File: src/rtl/elastic_pipeline_stage.sv
// Multi-lane elastic pipeline register: DEPTH-group buffer with a valid/ready handshake,
// a full clear, and a selective recovery flush driven by ActiveList age.

module eps_lane_age #(
  parameter int AW = 6
) (
  input  logic [AW-1:0] i_head,
  input  logic [AW-1:0] i_rec,
  input  logic [AW-1:0] i_ptr,
  output logic          o_squash
);
  logic [AW-1:0] w_age_p, w_age_r;

  // Ages are taken relative to the ActiveList head so the compare survives pointer wrap.
  assign w_age_p  = i_ptr - i_head;
  assign w_age_r  = i_rec - i_head;
  assign o_squash = (w_age_p > w_age_r);
endmodule

module elastic_pipeline_stage #(
  parameter int LANE_NUM      = 2,
  parameter int PAYLOAD_WIDTH = 64,
  parameter int DEPTH         = 2,
  parameter int AL_PTR_WIDTH  = 6
) (
  input  logic                              clk,
  input  logic                              rst,
  input  logic                              clear,
  input  logic                              recover,
  input  logic [AL_PTR_WIDTH-1:0]           alHeadPtr,
  input  logic [AL_PTR_WIDTH-1:0]           recoverPtr,
  input  logic [LANE_NUM-1:0]               inValid,
  input  logic [LANE_NUM*AL_PTR_WIDTH-1:0]  inAlPtr,
  input  logic [LANE_NUM*PAYLOAD_WIDTH-1:0] inData,
  output logic                              inReady,
  output logic [LANE_NUM-1:0]               outValid,
  output logic [LANE_NUM*AL_PTR_WIDTH-1:0]  outAlPtr,
  output logic [LANE_NUM*PAYLOAD_WIDTH-1:0] outData,
  input  logic                              outReady,
  output logic [$clog2(DEPTH+1)-1:0]        occupancy
);
  localparam int OCC_W = $clog2(DEPTH+1);
  localparam int PTR_W = (DEPTH > 1) ? $clog2(DEPTH) : 1;

  logic [DEPTH-1:0][LANE_NUM-1:0]                    r_vld;
  logic [DEPTH-1:0][LANE_NUM-1:0][AL_PTR_WIDTH-1:0]  r_ptr;
  logic [DEPTH-1:0][LANE_NUM-1:0][PAYLOAD_WIDTH-1:0] r_data;
  logic [PTR_W-1:0] r_rd, r_wr;
  logic [OCC_W-1:0] r_occ;

  logic [LANE_NUM-1:0][AL_PTR_WIDTH-1:0] w_in_ptr;
  logic [DEPTH-1:0][LANE_NUM-1:0]        w_sq_st;
  logic [LANE_NUM-1:0]                   w_sq_in, w_in_vld, w_head_vld;
  logic                                  w_occ_nz, w_push, w_pop;

  assign w_in_ptr = inAlPtr;

  for (genvar e = 0; e < DEPTH; e++) begin : g_ent
    for (genvar l = 0; l < LANE_NUM; l++) begin : g_lane
      eps_lane_age #(.AW(AL_PTR_WIDTH)) u_age (
        .i_head(alHeadPtr), .i_rec(recoverPtr), .i_ptr(r_ptr[e][l]), .o_squash(w_sq_st[e][l])
      );
    end
  end

  for (genvar l = 0; l < LANE_NUM; l++) begin : g_in
    eps_lane_age #(.AW(AL_PTR_WIDTH)) u_age (
      .i_head(alHeadPtr), .i_rec(recoverPtr), .i_ptr(w_in_ptr[l]), .o_squash(w_sq_in[l])
    );
  end

  assign w_occ_nz   = (r_occ != '0);
  assign w_head_vld = r_vld[r_rd];
  assign w_in_vld   = recover ? (inValid & ~w_sq_in) : inValid;
  assign inReady    = (r_occ < OCC_W'(DEPTH));
  assign w_push     = (|w_in_vld) && inReady && !clear;
  // Squashed heads drain on their own so they never stall the stage or show as valid.
  assign w_pop      = w_occ_nz && (outReady || (w_head_vld == '0)) && !clear;

  assign outValid  = w_occ_nz ? w_head_vld : '0;
  assign outAlPtr  = r_ptr[r_rd];
  assign outData   = r_data[r_rd];
  assign occupancy = r_occ;

  always_ff @(posedge clk or posedge rst) begin
    if (rst) begin
      r_occ <= '0;
      r_rd  <= '0;
      r_wr  <= '0;
      r_vld <= '0;
    end else if (clear) begin
      r_occ <= '0;
      r_rd  <= '0;
      r_wr  <= '0;
      r_vld <= '0;
    end else begin
      if (w_push) r_wr <= (r_wr == PTR_W'(DEPTH-1)) ? '0 : r_wr + 1'b1;
      if (w_pop)  r_rd <= (r_rd == PTR_W'(DEPTH-1)) ? '0 : r_rd + 1'b1;
      if (w_push && !w_pop)      r_occ <= r_occ + 1'b1;
      else if (!w_push && w_pop) r_occ <= r_occ - 1'b1;
      for (int e = 0; e < DEPTH; e++)
        if (recover) r_vld[e] <= r_vld[e] & ~w_sq_st[e];
      if (w_push) r_vld[r_wr] <= w_in_vld;
    end
  end

  always_ff @(posedge clk) begin
    if (w_push) begin
      r_ptr[r_wr]  <= w_in_ptr;
      r_data[r_wr] <= inData;
    end
  end
endmodule

File: config.mk
export PLATFORM = sky130hd
export DESIGN_NAME = elastic_pipeline_stage
export DESIGN_NICKNAME = d
export VERILOG_FILES = /design/src/rtl/elastic_pipeline_stage.sv
export SDC_FILE = /design/constraint.sdc
export NUM_CORES = 1
export LEC_CHECK = 0
export BUFFER_PORTS_ARGS = -buffer_cell sky130_fd_sc_hd__buf_4
export CAP_MARGIN = 20
export CELL_PAD_IN_SITES_DETAIL_PLACEMENT = 2
export CELL_PAD_IN_SITES_GLOBAL_PLACEMENT = 2
export CORE_ASPECT_RATIO = 1.2
export CORE_UTILIZATION = 34
export DETAILED_ROUTE_END_ITERATION = 10
export PLACE_DENSITY = 0.87
export SLEW_MARGIN = 5
export SYNTH_ARGS = -nofsm -noshare
export SYNTH_HDL_FRONTEND = slang
export SYNTH_SLANG_ARGS = --single-unit
export TNS_END_PERCENT = 5
File: constraint.sdc
create_clock -name clk -period 10.62 [get_ports clk]
set_input_delay 0.531 -clock clk [delete_from_list [all_inputs] [get_ports clk]]
set_output_delay 0.531 -clock clk [all_outputs]
set_load 0.01 [all_outputs]
==> results of run 1 <==
==> per-stage QoR <==
stage	utilization [%]	cell area (um^2)	hold slack [ns]	setup WS, ns
final	45.4	16500	0.136	5.45
after global routing	45.4	16500	0.106	5.05
after CTS	45.4	16400	0.105	5.38
after detailed placement	42.7	15500	0.517	4.79
after global placement	42.7	15500	0.506	4.95
after floorplan	-	12600	0.347	-2.99
==> kinds of logic after synthesis <==
family,Yosys count,share of synthesized area [%]
AOI/OAI and AO/OA,92,5.19
muxes,140,12.5
xor gates and xnor gates,28,2.09
DFF,288,68.2
and+or+nand+nor,73,3.09
buffers and inverters,48,1.55
adders and majority gates,71,7.36
==> path summary, 6_finish.rpt <==
| path | endpoint | from |
|---|---|---|
| min in group asynchronous | r_rd | rst |
| max in group asynchronous | r_rd | rst |
| max | r_data[173] | alHeadPtr[1] |
| max reg2reg | r_vld[1] | r_ptr[7] |
| min reg2reg | r_vld[0] | r_vld[0] |
| min | r_data[1] | inData[1] |
==> where the power goes <==
part | leakage (uW) | switching, uW | internal [uW]
sequential | 0.00269 | 47.2 | 1380
clock | 0.000459 | 454 | 590
combinational | 0.00313 | 420 | 394
total | 0.00627 | 921 | 2360
==> sequential cells by signal (all words and copies together) (netlist names) <==
name and flops:
r_wr 1, r_vld 4, occupancy 2, r_ptr 24, r_rd 1, r_data 256
==> Yosys cell counts (3+ instances only) <==
cell / number
a311o_1: 3
fa_1: 7
nand3b_1: 3
mux2_2: 138
nor3_1: 5
maj3_1: 5
dfrtp_1: 8
ha_1: 59
xor2_1: 10
o211ai_1: 7
o21ai_0: 20
nor2_1: 9
and2_1: 5
and4_1: 3
inv_1: 28
a21oi_1: 23
nand2_1: 19
xnor2_1: 17
edfxtp_1: 280
clkbuf_1: 16
o21a_1: 4
nand3_1: 5
nor2b_1: 11
a21o_1: 10
nand2b_1: 4
or3_1: 3
==> final cells by class <==
| class | instances | area share (%) |
|---|---|---|
| repair buffers | 312 | 14.4 |
| clock inverters | 15 | 0.965 |
| multi-input cells | 404 | 23.2 |
| flip-flops and latches | 288 | 52.3 |
| inverters | 28 | 0.638 |
| well taps | 468 | 3.56 |
| clock buffers | 40 | 4.92 |
==> routing by layer <==
metal	share of wire [%]	track usage [%]
met1	34	18.6
met2	56	35.4
met3	7.4	5.61
met4	2.6	5.66
met5	0.028	0
==> repair_timing <==
action	in CTS	in global routing
setup endpoints to repair	0	0
endpoints found under the hold margin	8	0
hold buffers	1	0
==> run metrics, run 1 <==
number of buffers created by CTS 31; Final setup viols 0; cell count of the worst hold path 1; crit-path leading delay family buffers and inverters; layout cells sized above 1 46.2%; Cell Pwr Density 199 nW/um^2; I/O Buffers 303; reg2reg path depth 13; routed wire length 35200 um; GR Util All Layers 18.4%; Crit Path Class in2reg; max-cap violation count 0; Longest Clk Path Bufs 3; Post-synth ARST share 2.78%; register area 8610 um^2; final hold vios 0; sequential area share after synthesis 68.2%; drt initial violations 353; wire length per cell 22.7 um; DRT antenna net count 0; Crit Path Max Fanout 68; total gr overflow 0; setup TNS 0 ns; vias per cell 4.92; CP cell instances buf_4 > inv_1 > ha_1 > nor2b_1 > o31a_1 > a21o_1 > ha_1 > and4_1 > a21oi_1 > maj3_1 > o2111ai_1 > o211a_2 > nor2_1 > nor3b_4 > buf_4 > buf_4; via count 7647; Pleak 0.00627 uW; placed cell count 1498; Hold Crit Class in2reg; Cells after Synth 740; ys flop type edfxtp_1; area share of the leading cell type in the synthesized netlist 66.7%; Worst Clk Skew 0.0127 ns; Clock transition at path regs 0.06 ns; Netlist cell types 51; die height 213 um; synthesized area per cell 17.0 um^2; TritonCTS sink count 288; Mapped Nets 965; Worst-Margin Slew 1.00 ns; period utilization 48.7%; Root Buffer clkbuf_16; number of synthesized register bits 288; Max IR drop VDD 0.181 mV; max_slew headroom 33.3%; drt first pass iters 4; Final Max Slew Viols 0; crit path capture type flip-flop; Power Total 3280 uW; worst stage delay on the critical path 0.79 ns; slowest stage cell, crit path buf_4; Worst Path Arrival 5.36 ns; worst-skew pair later-pin latency 0.58 ns; CP required 10.82 ns; Post-route DRC 0; chip width 178 um; Synth Cell Area 12600 um^2; status finished clean; Syn-to-layout area delta 30.5%; GP Congestion 0.743; worst reg-to-reg setup slack 7.44 ns; vias in the first global route 8804; Initial Util 34.8%; cell taking the most area after synthesis edfxtp_1; WP depth 16; Tmin final 5.17 ns; worst path bufs/invs 4; Setup Buffers After CTS 0; commonest cells after routing, fill and taps aside 310 x buf_4, 280 x edfxtp_1, 138 x mux2_2, 59 x ha_1, 31 x clkbuf_16; Post-synth EDFFs 280; synthesis warning total 0; CTS tree done; fin nets 1290; f_max 194 MHz; first-pass GRT wire length 51800 um; top post-synthesis cells by area edfxtp_1 67%, mux2_2 12%, ha_1 5.9%, dfrtp_1 1.6%, xnor2_1 1.2%; CP dominant cell by count buf_4; area of the die 37900 um^2; Inserted Diodes 0; most common cell after layout, fill and taps aside buf_4; CP Launch Type primary input; Non-Filler Instances 1555; hpwl dp 25900 um; initial antenna violation count 1; post-CTS sizing 0; FP Rows 76; CTS HTree Levels 1; largest net degree at the start of global routing 76; area occupied by multi-input gates 3830 um^2; RSZ-0062 raised after global routing false; FILL cells 3414; number of I/O pins 304; core area 36200 um^2
Power figures use the tool's default switching activity.
==> run 2: changes to the inputs <==
==> constraint.sdc (replaced) <==
create_clock -name clk -period 4.4 [get_ports clk]
set_input_delay 0.22 -clock clk [delete_from_list [all_inputs] [get_ports clk]]
set_output_delay 0.22 -clock clk [all_outputs]
set_load 0.01 [all_outputs]
==> run metrics, run 2 (synthesis gave the netlist of run 1 again) <==
status finished clean (unchanged); DRT antenna net count 0 (unchanged); Final Max Slew Viols 0 (unchanged); crit path capture type flip-flop (unchanged); CTS HTree Levels 1 (unchanged); routed wire length 47000 um (was 35200 um); max-cap violation count 0 (unchanged); area of the die 37900 um^2 (unchanged); total gr overflow 0 (unchanged); Longest Clk Path Bufs 3 (unchanged); Worst-Margin Slew 0.861 ns (was 1.00 ns); commonest cells after routing, fill and taps aside 315 x buf_4, 280 x edfxtp_1, 142 x dlygate4sd3_1, 138 x mux2_2, 56 x ha_1 (was 310 x buf_4, 280 x edfxtp_1, 138 x mux2_2, 59 x ha_1, 31 x clkbuf_16); Final setup viols 0 (unchanged); first-pass GRT wire length 67400 um (was 51800 um); hpwl dp 27800 um (was 25900 um); TritonCTS sink count 288 (unchanged); largest registers r_data: 256 flops, r_ptr: 24 flops, r_vld: 4 flops (unchanged); Worst Clk Skew 0.0127 ns (about the same); final instance area 18100 um^2 (was 16500 um^2); Tmin final 3.92 ns; worst path bufs/invs 6 (was 4); Pleak 0.00694 uW (was 0.00627 uW); Worst Path Arrival 4.21 ns (was 5.36 ns); f_max 255 MHz; slowest stage cell, crit path dlygate4sd3_1 (was buf_4); crit-path leading delay family buffers and inverters (unchanged); core area 36200 um^2 (unchanged); CP cell instances dlygate4sd3_1 > buf_4 > inv_1 > ha_1 > inv_1 > fa_1 > ha_1 > nor2b_1 > o211ai_1 > a21oi_1 > maj3_2 > o2111ai_2 > o211a_4 > nor2_4 > nor3b_4 > buf_12 > buf_4 (was buf_4 > inv_1 > ha_1 > nor2b_1 > o31a_1 > a21o_1 > ha_1 > and4_1 > a21oi_1 > maj3_1 > o2111ai_1 > o211a_2 > nor2_1 > nor3b_4 > buf_4 > buf_4); largest net degree at the start of global routing 83 (was 76); Syn-to-layout area delta 43.5% (was 30.5%); Clock transition at path regs 0.06 ns (about the same); FILL cells 3319 (was 3414); RSZ-0062 raised after global routing false (unchanged); drt first pass iters 4 (unchanged); worst stage delay on the critical path 0.53 ns (was 0.79 ns); wire length per cell 27.6 um (was 22.7 um); CTS tree done (unchanged); layout cells sized above 1 42.0% (was 46.2%); GR Util All Layers 24.8% (was 18.4%); Root Buffer clkbuf_16 (unchanged); fin nets 1439 (was 1290); die height 213 um (unchanged); post-CTS sizing 0 (unchanged); max_slew headroom 42.2% (was 33.3%); Max IR drop VDD 0.494 mV (was 0.181 mV); Setup Buffers After CTS 0 (unchanged); CP required 4.68 ns (was 10.82 ns); Crit Path Class in2reg (unchanged); Initial Util 34.8% (unchanged); GP Congestion 0.792 (was 0.743); Post-route DRC 0 (unchanged); Cell Pwr Density 462 nW/um^2 (was 199 nW/um^2); vias in the first global route 9945 (was 8804); number of I/O pins 304 (unchanged); CP Launch Type primary input (unchanged); I/O Buffers 303 (unchanged); vias per cell 5.05 (was 4.92); worst reg-to-reg setup slack 1.18 ns (was 7.44 ns); via count 8606 (was 7647); Top reg by flops r_data (unchanged); Post-DP Area 15700 um^2 (was 15500 um^2); most common cell after layout, fill and taps aside buf_4 (unchanged); Crit Path Max Fanout 36 (was 68); final hold vios 0 (unchanged); Largest register FFs 256 (unchanged); initial antenna violation count 3 (was 1); Hold Crit Class in2reg (unchanged); FP Rows 76 (unchanged); WHS 0.0666 ns (was 0.136 ns); worst-skew pair later-pin latency 0.59 ns (was 0.58 ns); period utilization 89.2%; drt initial violations 506 (was 353); chip width 178 um (unchanged); number of buffers created by CTS 30 (was 31)
## run 2: through the flow
step	total power (uW)	instances	util (%)	setup WS [ns]	setup TNS (ns)
after detailed placement	5560	1508	43.3	0.0880	0
after global routing	8640	1704	49.9	0.301	0
after CTS	8270	1703	49.9	0.505	0
after global placement	5440	1508	43.3	0.311	0
final	8370	1704	49.9	0.476	0
after floorplan	4570	740	-	-2.41	-636.94
## run 2: worst paths after layout
check,startpoint,end,cells after the start
min,inValid[0],occupancy[1],4
max,inAlPtr[0],r_data[133],17
max in group asynchronous,rst,r_rd,3
min in group asynchronous,rst,r_vld[3],3
max reg2reg,r_ptr[7],r_vld[1],13
min reg2reg,r_vld[0],r_vld[0],1
## run 2: layout make-up
cell class | instances | area [um^2] | area share, %
repair buffers | 462 | 3890 | 21.5
flip-flops and latches | 288 | 8610 | 47.6
diodes | 1 | 2.50 | 0.0138
multi-input cells | 404 | 3910 | 21.6
well taps | 468 | 586 | 3.24
clock buffers | 34 | 766 | 4.23
clock inverters | 19 | 221 | 1.22
inverters | 28 | 109 | 0.602
## run 2: worst min-delay path: stages
cell      delay (ns)
buf_4           0.12
o211ai_1        0.08
a21o_1          0.13
a21oi_1         0.06
## run 2: what timing repair did
| item | CTS | global route |
|---|---|---|
| hold buffers | 142 | 0 |
| setup endpoints to repair | 0 | 0 |
| hold endpoints to repair | 294 | 0 |
## run 2: power by group
group | total [uW] | switching, uW | internal, uW
combinational | 2220 | 1150 | 1070
sequential | 3470 | 148 | 3320
clock | 2680 | 1190 | 1490
## run 2: metal layers
layer	vias to the layer above	wire [um]	global-route usage, %
met2	277	26300	47.8
met4	4	1170	6.84
met5	-	33	0
li1	3807	-	-
met1	4446	17200	27.1
met3	72	2350	4.95
